--- src/rtl/sync_debounce.sv ---
// Multi-channel input conditioner: per-channel flip-flop synchroniser, tick-qualified
// debounce counter and registered rise/fall edge pulses.
module sync_debounce #(
    parameter int unsigned     CH       = 4,
    parameter int unsigned     STAGES   = 2,
    parameter int unsigned     DB_COUNT = 16,
    parameter logic [CH-1:0]   RST_VAL  = {CH{1'b0}}
) (
    input  logic          ck,
    input  logic          rst,
    input  logic [CH-1:0] d,
    input  logic          tick,
    output logic [CH-1:0] q,
    output logic [CH-1:0] rise,
    output logic [CH-1:0] fall,
    output logic [CH-1:0] busy
);

    localparam int unsigned   CW   = $clog2(DB_COUNT + 1);
    localparam logic [CW-1:0] TERM = CW'(DB_COUNT - 1);

    logic [CH-1:0] sync_q [STAGES];
    logic [CH-1:0] s;
    logic [CW-1:0] cnt [CH];
    logic [CW-1:0] cnt_next [CH];
    logic [CH-1:0] q_next;
    logic [CH-1:0] rise_next;
    logic [CH-1:0] fall_next;
    logic [CH-1:0] busy_next;

    assign s = sync_q[STAGES-1];

    // Synchroniser chain, preset to the reset level so release is pulse-free.
    always_ff @(posedge ck or posedge rst) begin
        if (rst) begin
            for (int k = 0; k < STAGES; k++) begin
                sync_q[k] <= RST_VAL;
            end
        end else begin
            sync_q[0] <= d;
            for (int k = 1; k < STAGES; k++) begin
                sync_q[k] <= sync_q[k-1];
            end
        end
    end

    // Debounce decision; busy follows the post-edge counter so it drops with the q update.
    always_comb begin
        q_next    = q;
        rise_next = '0;
        fall_next = '0;
        busy_next = '0;
        for (int i = 0; i < CH; i++) begin
            cnt_next[i] = cnt[i];
            if (s[i] == q[i]) begin
                cnt_next[i] = '0;
            end else if (tick) begin
                if (cnt[i] == TERM) begin
                    cnt_next[i]  = '0;
                    q_next[i]    = s[i];
                    rise_next[i] = s[i];
                    fall_next[i] = ~s[i];
                end else begin
                    cnt_next[i] = cnt[i] + CW'(1);
                end
            end
            busy_next[i] = (cnt_next[i] != '0);
        end
    end

    always_ff @(posedge ck or posedge rst) begin
        if (rst) begin
            for (int i = 0; i < CH; i++) begin
                cnt[i] <= '0;
            end
            q    <= RST_VAL;
            rise <= '0;
            fall <= '0;
            busy <= '0;
        end else begin
            for (int i = 0; i < CH; i++) begin
                cnt[i] <= cnt_next[i];
            end
            q    <= q_next;
            rise <= rise_next;
            fall <= fall_next;
            busy <= busy_next;
        end
    end

endmodule

--- config.mk ---
export PLATFORM = sky130hd
export DESIGN_NAME = sync_debounce
export DESIGN_NICKNAME = d
export VERILOG_FILES = /design/src/rtl/sync_debounce.sv
export SDC_FILE = /design/constraint.sdc
export NUM_CORES = 1
export LEC_CHECK = 0
export CAP_MARGIN = 5
export CORE_ASPECT_RATIO = 1.75
export CORE_MARGIN = 8
export CORE_UTILIZATION = 45
export CTS_CLUSTER_DIAMETER = 120
export DETAILED_ROUTE_END_ITERATION = 10
export PLACE_DENSITY = 0.72
export SKIP_LAST_GASP = 1
export SLEW_MARGIN = 20
export SYNTH_ARGS = -nofsm -noshare
export SYNTH_HDL_FRONTEND = slang
export SYNTH_SLANG_ARGS = --single-unit
--- constraint.sdc ---
create_clock -name ck -period 2.9 [get_ports ck]
set_input_delay 0.58 -clock ck [delete_from_list [all_inputs] [get_ports ck]]
set_output_delay 0.58 -clock ck [all_outputs]
set_load 0.02 [all_outputs]
Word-level counts from Yosys, hierarchy flattened
Index checks and enable logic that the tools add are counted.

Bits in writable memories: 0. Logic and storage cells: 77. Latch bits: 0. Bits in read-only memories: 0. Output and inout bits: 16. Register bits after elaboration: 44. Input port bits: 7. Memories kept: 0.

Shift operators: 0. Bitwise operators: 8. Reduce and logical (&&, ||, !) cells: 8. Equality and inequality tests: 8. Add/subtract/negate cells: 4. Muxes and demuxes: 36. Div/mod/pow operators: 0. Magnitude comparators: 0. Multiply operators: 0.

Operators by type and width (number): 5-bit two-way mux (12); 1-bit two-way mux (24); 5-bit by 1-bit adder with 5-bit output, second input constant (4); 5-bit by 4-bit == test with 1-bit output, second input constant (4); 5-bit nonzero test (4); 3-bit AND reduction (4); 1-bit inverter (8); 1-bit == test (4).

Longest topological paths before layout
Gate-level depths: netlist (run 1).

Word-level depth: 5. Depth in mapped cells: 6. Gate-level depth less buffers: 5.

Least setup slack after synthesis (run 1)
Ideal clock, no wire load.

Kind: flip-flop to flip-flop. Start point: reg cnt[10] (netlist bit). End point: reg busy[1]. Setup time: 0.134 ns. Cell stages (with the launch flop): 5. Setup slack: 1.394 ns. Arrival: 1.372 ns. Cell sequence: dfrtp_1 ha_1 or4b_1 o311ai_1 a31oi_1.

Cells in the longest elaborated chain, start to end: 5. Elaborated cells between the ends (all ways): 6.

RTL lines: from (decl) (RTL line 24) `logic [CW-1:0] cnt [CH];`; from (signal, indexed assignment) (RTL line 82) `cnt[i] <= cnt_next[i];`; 5-bit by 1-bit adder with 5-bit output / 5-bit by 4-bit == test with 1-bit output (equally long branches) (RTL line 64, 58); 5-bit two-way mux (RTL line 58) `if (cnt[i] == TERM) begin`; 5-bit two-way mux * (RTL line 57) `end else if (tick) begin`; 5-bit two-way mux * (RTL line 55) `if (s[i] == q[i]) begin`; 5-bit nonzero test * (RTL line 67) `busy_next[i] = (cnt_next[i] != '0);`; via busy_next[1] (RTL line 29) `logic [CH-1:0] busy_next;`; to (signal assigned) (RTL line 87) `busy <= busy_next;`; to (decl) (RTL line 16) `output logic [CH-1:0] busy`.

The timed path passes the listed nets; every way through them passes the cells marked *. A chain may end at the register's enable or synchronous reset.

Final worst setup path (run 1)
Start point: in tick. End point: reg q[3].

Cells in the longest elaborated chain, start to end: 1.

RTL lines: from (decl) (RTL line 12) `input logic tick,`; 3-bit AND reduction (no source line); to (signal assigned) (RTL line 84) `q <= q_next;`; to (decl) (RTL line 13) `output logic [CH-1:0] q,`.

No other way between the ends.

==> results.py, run 1 <==
metrics = {
    "run_status": {
        "outcome": "completed",
    },
    "yosys": {
        "yosys.area_share.adder_pct": 2.52,
        "avgSynthCellArea_um2": 11.6,
        "yosysMostFrequentCell": "dfrtp_1",
        "synth_xor_area_share_pct": 9.26,
        "synth_warnings": 0,
        "synth-compound-area-share_pct": 5.92,
        "synthDistinctLibCells": 36,
        "synth_top_family_by_area": "simple AND/OR/NAND/NOR gates",
        "ys_ff_latch": 44,
        "synth_enable_flop_cells": 0,
        "synthMuxAreaShare_pct": 4.85,
        "yosys.area.top_type": "dfrtp_1",
        "syn-num-nets": 183,
        "synth_area_leaders": "dfrtp_1 55%, xor2_1 5.7%, xnor2_1 3.5%",
        "netlist_area_mm2": 0.00199,
        "synth_ff_type": "dfrtp_1",
        "synthCells": 172,
        "ys_seq_area_share_pct": 55.4,
        "ys_async_sr_fraction_pct": 100,
        "synth.top_cell.area_share_pct": 55.4,
        "ys_top_cells_by_count": "44 x dfrtp_1, 16 x nor2_1, 14 x nand2_1",
        "synth_simple_gate_area_share_pct": 18.6,
    },
    "route": {
        "antenna_left": 0,
        "routedWlPerCell_um": 13.4,
        "drt_pass1_iterations": 6,
        "drt-initial-drc-count": 33,
        "drt_wl_total_mm": 3.36,
        "vias_per_cell": 5.39,
        "via_count": 1354,
        "drc": 0,
    },
    "sta": {
        "whs_ps": 353,
        "finalSetupViolations": 0,
        "hold_violations": 0,
        "slew_viol_final": 0,
        "clock_skew_ps": 8.07,
        "setup-tns-final_ps": 0,
        "slew_headroom_pct": 65.5,
        "tightest_slew_ps": 513,
        "min_period_over_period_pct": 69.8,
        "fin_crit_ps": 2020,
        "fmax_mhz": 494,
        "worst_slack_ps": 875,
        "rsz0062_at_grt": "false",
    },
    "clocking": {
        "cts.sinks": 44,
        "cts-htree-levels": 2,
        "post-cts-setup-buffers": 0,
        "postCtsHoldBufs": 0,
        "clk_pin_slew_worst_paths_ps": 70,
        "clk_latency_ps": 290,
        "root_buffer": "clkbuf_8",
        "cts_buffer_depth": 2,
        "cts_tree": "yes",
        "cts_buffers": 5,
        "cts_resized": 0,
    },
    "power_and_ir_drop": {
        "total_leakage_power_nw": 1.06,
        "pwr_density_cell_mw_per_mm2": 506,
        "vdd_drop_max_mv": 0.373,
        "power_mw": 1.19,
    },
    "flow_run": {
        "max_cap_violations": 0,
    },
    "worst_setup_path": {
        "worstPathCellList": "clkdlybuf4s50_1 > buf_4 > nand4_1 > or2_1 > mux2_4",
        "cp-start-kind": "input port",
        "critPathKind": "in2reg",
        "timing.critical_path.buf_inv": 2,
        "cp.required_ps": 3080,
        "cp_slowest_stage_delay_ps": 610,
        "timing.critical_path.to_type": "flop",
        "critical-path-slowest-cell": "clkdlybuf4s50_1",
        "critPathArrivalTime_ps": 2200,
        "path_delay_family": "buffers and inverters",
        "crit_fanout": 15,
    },
    "global_route": {
        "antenna_found_initial": 0,
        "grt_pass1_vias": 1360,
        "grt_pass1_wl_mm": 5.90,
        "grt_overflow_total": 0,
        "grtUsageTotal_pct": 10.9,
        "grt_max_degree": 26,
    },
    "place": {
        "gp_congestion": 0.799,
        "dpl.hpwl_mm": 2.47,
        "port_buffers": 22,
        "dp_slack_ps": 561,
    },
    "floorplan": {
        "dieArea_mm2": 0.00688,
        "dieHeight_um": 104,
        "ios": 23,
        "dieWidth_um": 66.2,
        "initial_core_util_pct": 45.9,
        "rows": 32,
        "core_area_mm2": 0.00432,
    },
    "final_layout": {
        "num_antenna_cells": 0,
        "fillers": 385,
        "area_growth_pct": 18.1,
        "drive_gt1_share_pct": 9.00,
        "finalNetCount": 211,
        "fin_util_pct": 54.3,
    },
    "hold_path": {
        "hp-class": "reg2reg",
    },
}
metal layers:
metal / wire length (um) / track usage, % / vias up
met5: 0 / 0 / -
met4: 86 / 5.99 / 0
met3: 84 / 2.59 / 6
met2: 1830 / 18.9 / 12
met1: 1360 / 11.3 / 674
li1: - / - / 662
cells in the final DEF (no fill, tap or decap), types with 5 or more instances in the layout:
| cell type | synthesis | final |
|---|---|---|
| nand4_1 | 8 | 8 |
| xor2_1 | 13 | 13 |
| nand2_1 | 14 | 14 |
| clkdlybuf4s50_1 | 0 | 22 |
| nor2_1 | 16 | 16 |
| a31oi_1 | 6 | 6 |
| xnor2_1 | 8 | 8 |
| buf_4 | 1 | 5 |
| dfrtp_1 | 44 | 44 |
| clkbuf_8 | 0 | 7 |
| nor3b_1 | 6 | 6 |
through the flow:
| step | std cells | area [um^2] |
|---|---|---|
| global placement | 244 | 2250 |
| finish | 251 | 2350 |
| floorplan | 172 | 1990 |
| detailed placement | 244 | 2250 |
| CTS | 251 | 2350 |
| global route | 251 | 2350 |
flip-flops by register name, indices dropped and copies added, names as in the netlist:
name	flops
fall	4
s	4
cnt	20
q	4
busy	4
rise	4
sync_q	4
cell families (layout without fill, tap and decap cells):
family	after synthesis	count (layout)
and+or+nand+nor	68	68
DFF	44	44
xor gates and xnor gates	21	21
AOI/OAI and AO/OA	18	18
buffers and inverters	9	37
muxes	8	8
adders and majority gates	4	4
power by group:
part           internal, mW  total, mW  switching, mW
registers             0.636      0.664         0.0280
clock network         0.212      0.401          0.189
logic                0.0610      0.123         0.0621
layout make-up:
| cell class | instances | area, um^2 | area share [%] |
|---|---|---|---|
| flip-flops and latches | 44 | 1100 | 46.9 |
| well taps | 51 | 63.8 | 2.72 |
| inverters | 3 | 11.3 | 0.480 |
| clock buffers | 7 | 96.3 | 4.10 |
| multi-input cells | 119 | 817 | 34.8 |
| repair buffers | 27 | 258 | 11.0 |
final timing paths:
kind	startpoint	end	slack (ps)	cells after the start
max	tick	q[3]	880	5
min reg2reg	sync_q[5]	s[1]	350	0
min in group asynchronous	rst	cnt[10]	620	3
min	sync_q[5]	s[1]	350	0
max in group asynchronous	rst	cnt[7]	2010	3
max reg2reg	cnt[16]	q[0]	1260	4
No activity file was read; power rests on OpenSTA's default activity.
==> run 2, diff against run 1 <==
--- a/config.mk
+++ b/config.mk
@@ -11,7 +11,7 @@
 export CORE_UTILIZATION = 45
 export CTS_CLUSTER_DIAMETER = 120
 export DETAILED_ROUTE_END_ITERATION = 10
-export PLACE_DENSITY = 0.72
+export PLACE_DENSITY = 0.75
 export SKIP_LAST_GASP = 1
 export SLEW_MARGIN = 20
 export SYNTH_ARGS = -nofsm -noshare
==> constraint.sdc (replaced) <==
create_clock -name ck -period 1.6 [get_ports ck]
set_input_delay 0.32 -clock ck [delete_from_list [all_inputs] [get_ports ck]]
set_output_delay 0.32 -clock ck [all_outputs]
set_load 0.02 [all_outputs]
==> run 2 against run 1 <==
Critical path depth down 4. Highest routed layer unchanged. Critical endpoint is now rise[0]. Sequential share of layout area down 2.8 points. Largest cell class unchanged. Global-route usage up 0.81 points. Critical path type is now reg2out. Clock skew about the same.
==> results.py, run 2 (same netlist as run 1, synthesis figures left out) <==
metrics = {
    "clocking": {
        "cts_buffer_depth": 2,
        "cts.sinks": 44,
        "clk_latency_ps": 300,
        "cts_tree": "yes",
        "root_buffer": "clkbuf_8",
        "clk_pin_slew_worst_paths_ps": 80,
        "postCtsHoldBufs": 0,
        "cts_buffers": 5,
        "cts-htree-levels": 2,
        "post-cts-setup-buffers": 0,
    },
    "sta": {
        "fmax_mhz": 647,
        "slew_viol_final": 0,
        "finalSetupViolations": 0,
        "tightest_slew_ps": 529,
        "slew_headroom_pct": 64.5,
        "setup-tns-final_ps": 0,
        "clock_skew_ps": 7.68,
        "fin_crit_ps": 1540,
        "rsz0062_at_grt": "true",
        "min_period_over_period_pct": 96.5,
        "hold_violations": 0,
        "whs_ps": 356,
    },
    "final_layout": {
        "largest_register_ffs": 20,
        "drive_gt1_share_pct": 16.7,
        "regMostFlops": "cnt",
        "final_cell_mix": "44 x dfrtp_1, 19 x buf_4, 18 x clkdlybuf4s50_1",
        "num_antenna_cells": 0,
        "finalNetCount": 227,
        "fillers": 369,
        "fin_util_pct": 57.7,
        "seq_area_mm2": 0.00110,
        "multiInputGateArea_um2": 831,
        "area_growth_pct": 25.6,
        "final_common_cell": "dfrtp_1",
    },
    "floorplan": {
        "dieArea_mm2": 0.00688,
        "initial_core_util_pct": 45.9,
        "rows": 32,
        "dieHeight_um": 104,
        "ios": 23,
        "core_area_mm2": 0.00432,
        "dieWidth_um": 66.2,
    },
    "global_route": {
        "grt_pass1_vias": 1569,
        "grt_pass1_wl_mm": 6.51,
        "antenna_found_initial": 0,
        "grt_max_degree": 45,
        "grt_overflow_total": 0,
        "grtUsageTotal_pct": 11.7,
    },
    "place": {
        "gp_congestion": 0.853,
        "dpl.hpwl_mm": 2.69,
        "port_buffers": 22,
    },
    "run_status": {
        "outcome": "completed",
    },
    "route": {
        "drc": 0,
        "via_count": 1414,
        "drt-initial-drc-count": 21,
        "drt_wl_total_mm": 3.67,
        "vias_per_cell": 5.30,
        "antenna_left": 0,
        "routedWlPerCell_um": 13.7,
        "drt_pass1_iterations": 4,
    },
    "worst_setup_path": {
        "cp_slowest_stage_delay_ps": 600,
        "critPathKind": "reg2out",
        "worstPathCellList": "clkdlybuf4s50_1",
        "cp.required_ps": 1280,
        "critical-path-slowest-cell": "clkdlybuf4s50_1",
        "timing.critical_path.buf_inv": 1,
        "timing.critical_path.to_type": "output port",
        "path_delay_family": "buffers and inverters",
        "crit_fanout": 1,
        "cp-start-kind": "flop",
        "critPathArrivalTime_ps": 1220,
    },
    "power_and_ir_drop": {
        "total_leakage_power_nw": 1.19,
        "pwr_density_cell_mw_per_mm2": 885,
        "vdd_drop_max_mv": 0.711,
        "power_mw": 2.21,
    },
    "flow_run": {
        "max_cap_violations": 0,
    },
    "hold_path": {
        "hp-class": "in2async",
    },
}
[run 2: final timing paths]
path	slack, ps	end	cells after the start	startpoint
max	60	rise[0]	1	rise[0]
min in group ck	360	s[1]	0	sync_q[5]
max reg2reg	90	busy[1]	4	cnt[10]
min reg2reg	360	s[1]	0	sync_q[5]
max in group asynchronous	1040	fall[1]	3	rst
min	360	cnt[6]	3	rst
[run 2: stage by stage]
stage	cells	cell area [um^2]	setup slack, ps
after floorplan	172	1990	94.1
after global placement	260	2380	-189
after detailed placement	260	2380	-260
after CTS	267	2480	16.3
after global routing	267	2500	-19.8
final	267	2500	55.5
[run 2: routing by layer]
metal | vias up | track usage (%) | routed length [um]
li1 | 693 | - | -
met1 | 693 | 11.6 | 1400
met2 | 20 | 20.7 | 2070
met3 | 8 | 2.27 | 102
met4 | 0 | 7.37 | 100
met5 | - | 0 | 0
[run 2: tightest hold or removal path: cells and delay by family]
family                 cells  cell delay [ps]
buffers and inverters      3              710
[run 2: power by group]
group,internal [mW],switching [mW]
clock,0.384,0.355
sequential,1.15,0.0261
combinational,0.143,0.148
[run 2: what timing repair did]
action | in CTS | in global routing
gates resized for setup | 3 | 4
endpoints found under the setup margin | 3 | 4
hold endpoints to repair | 0 | 0
[run 2: cell type report]
class | count | share of cell area, %
multi-input cells | 119 | 33.3
clock buffers | 7 | 3.86
flip-flops and latches | 44 | 44.1
well taps | 51 | 2.56
repair buffers | 43 | 15.7
inverters | 3 | 0.451
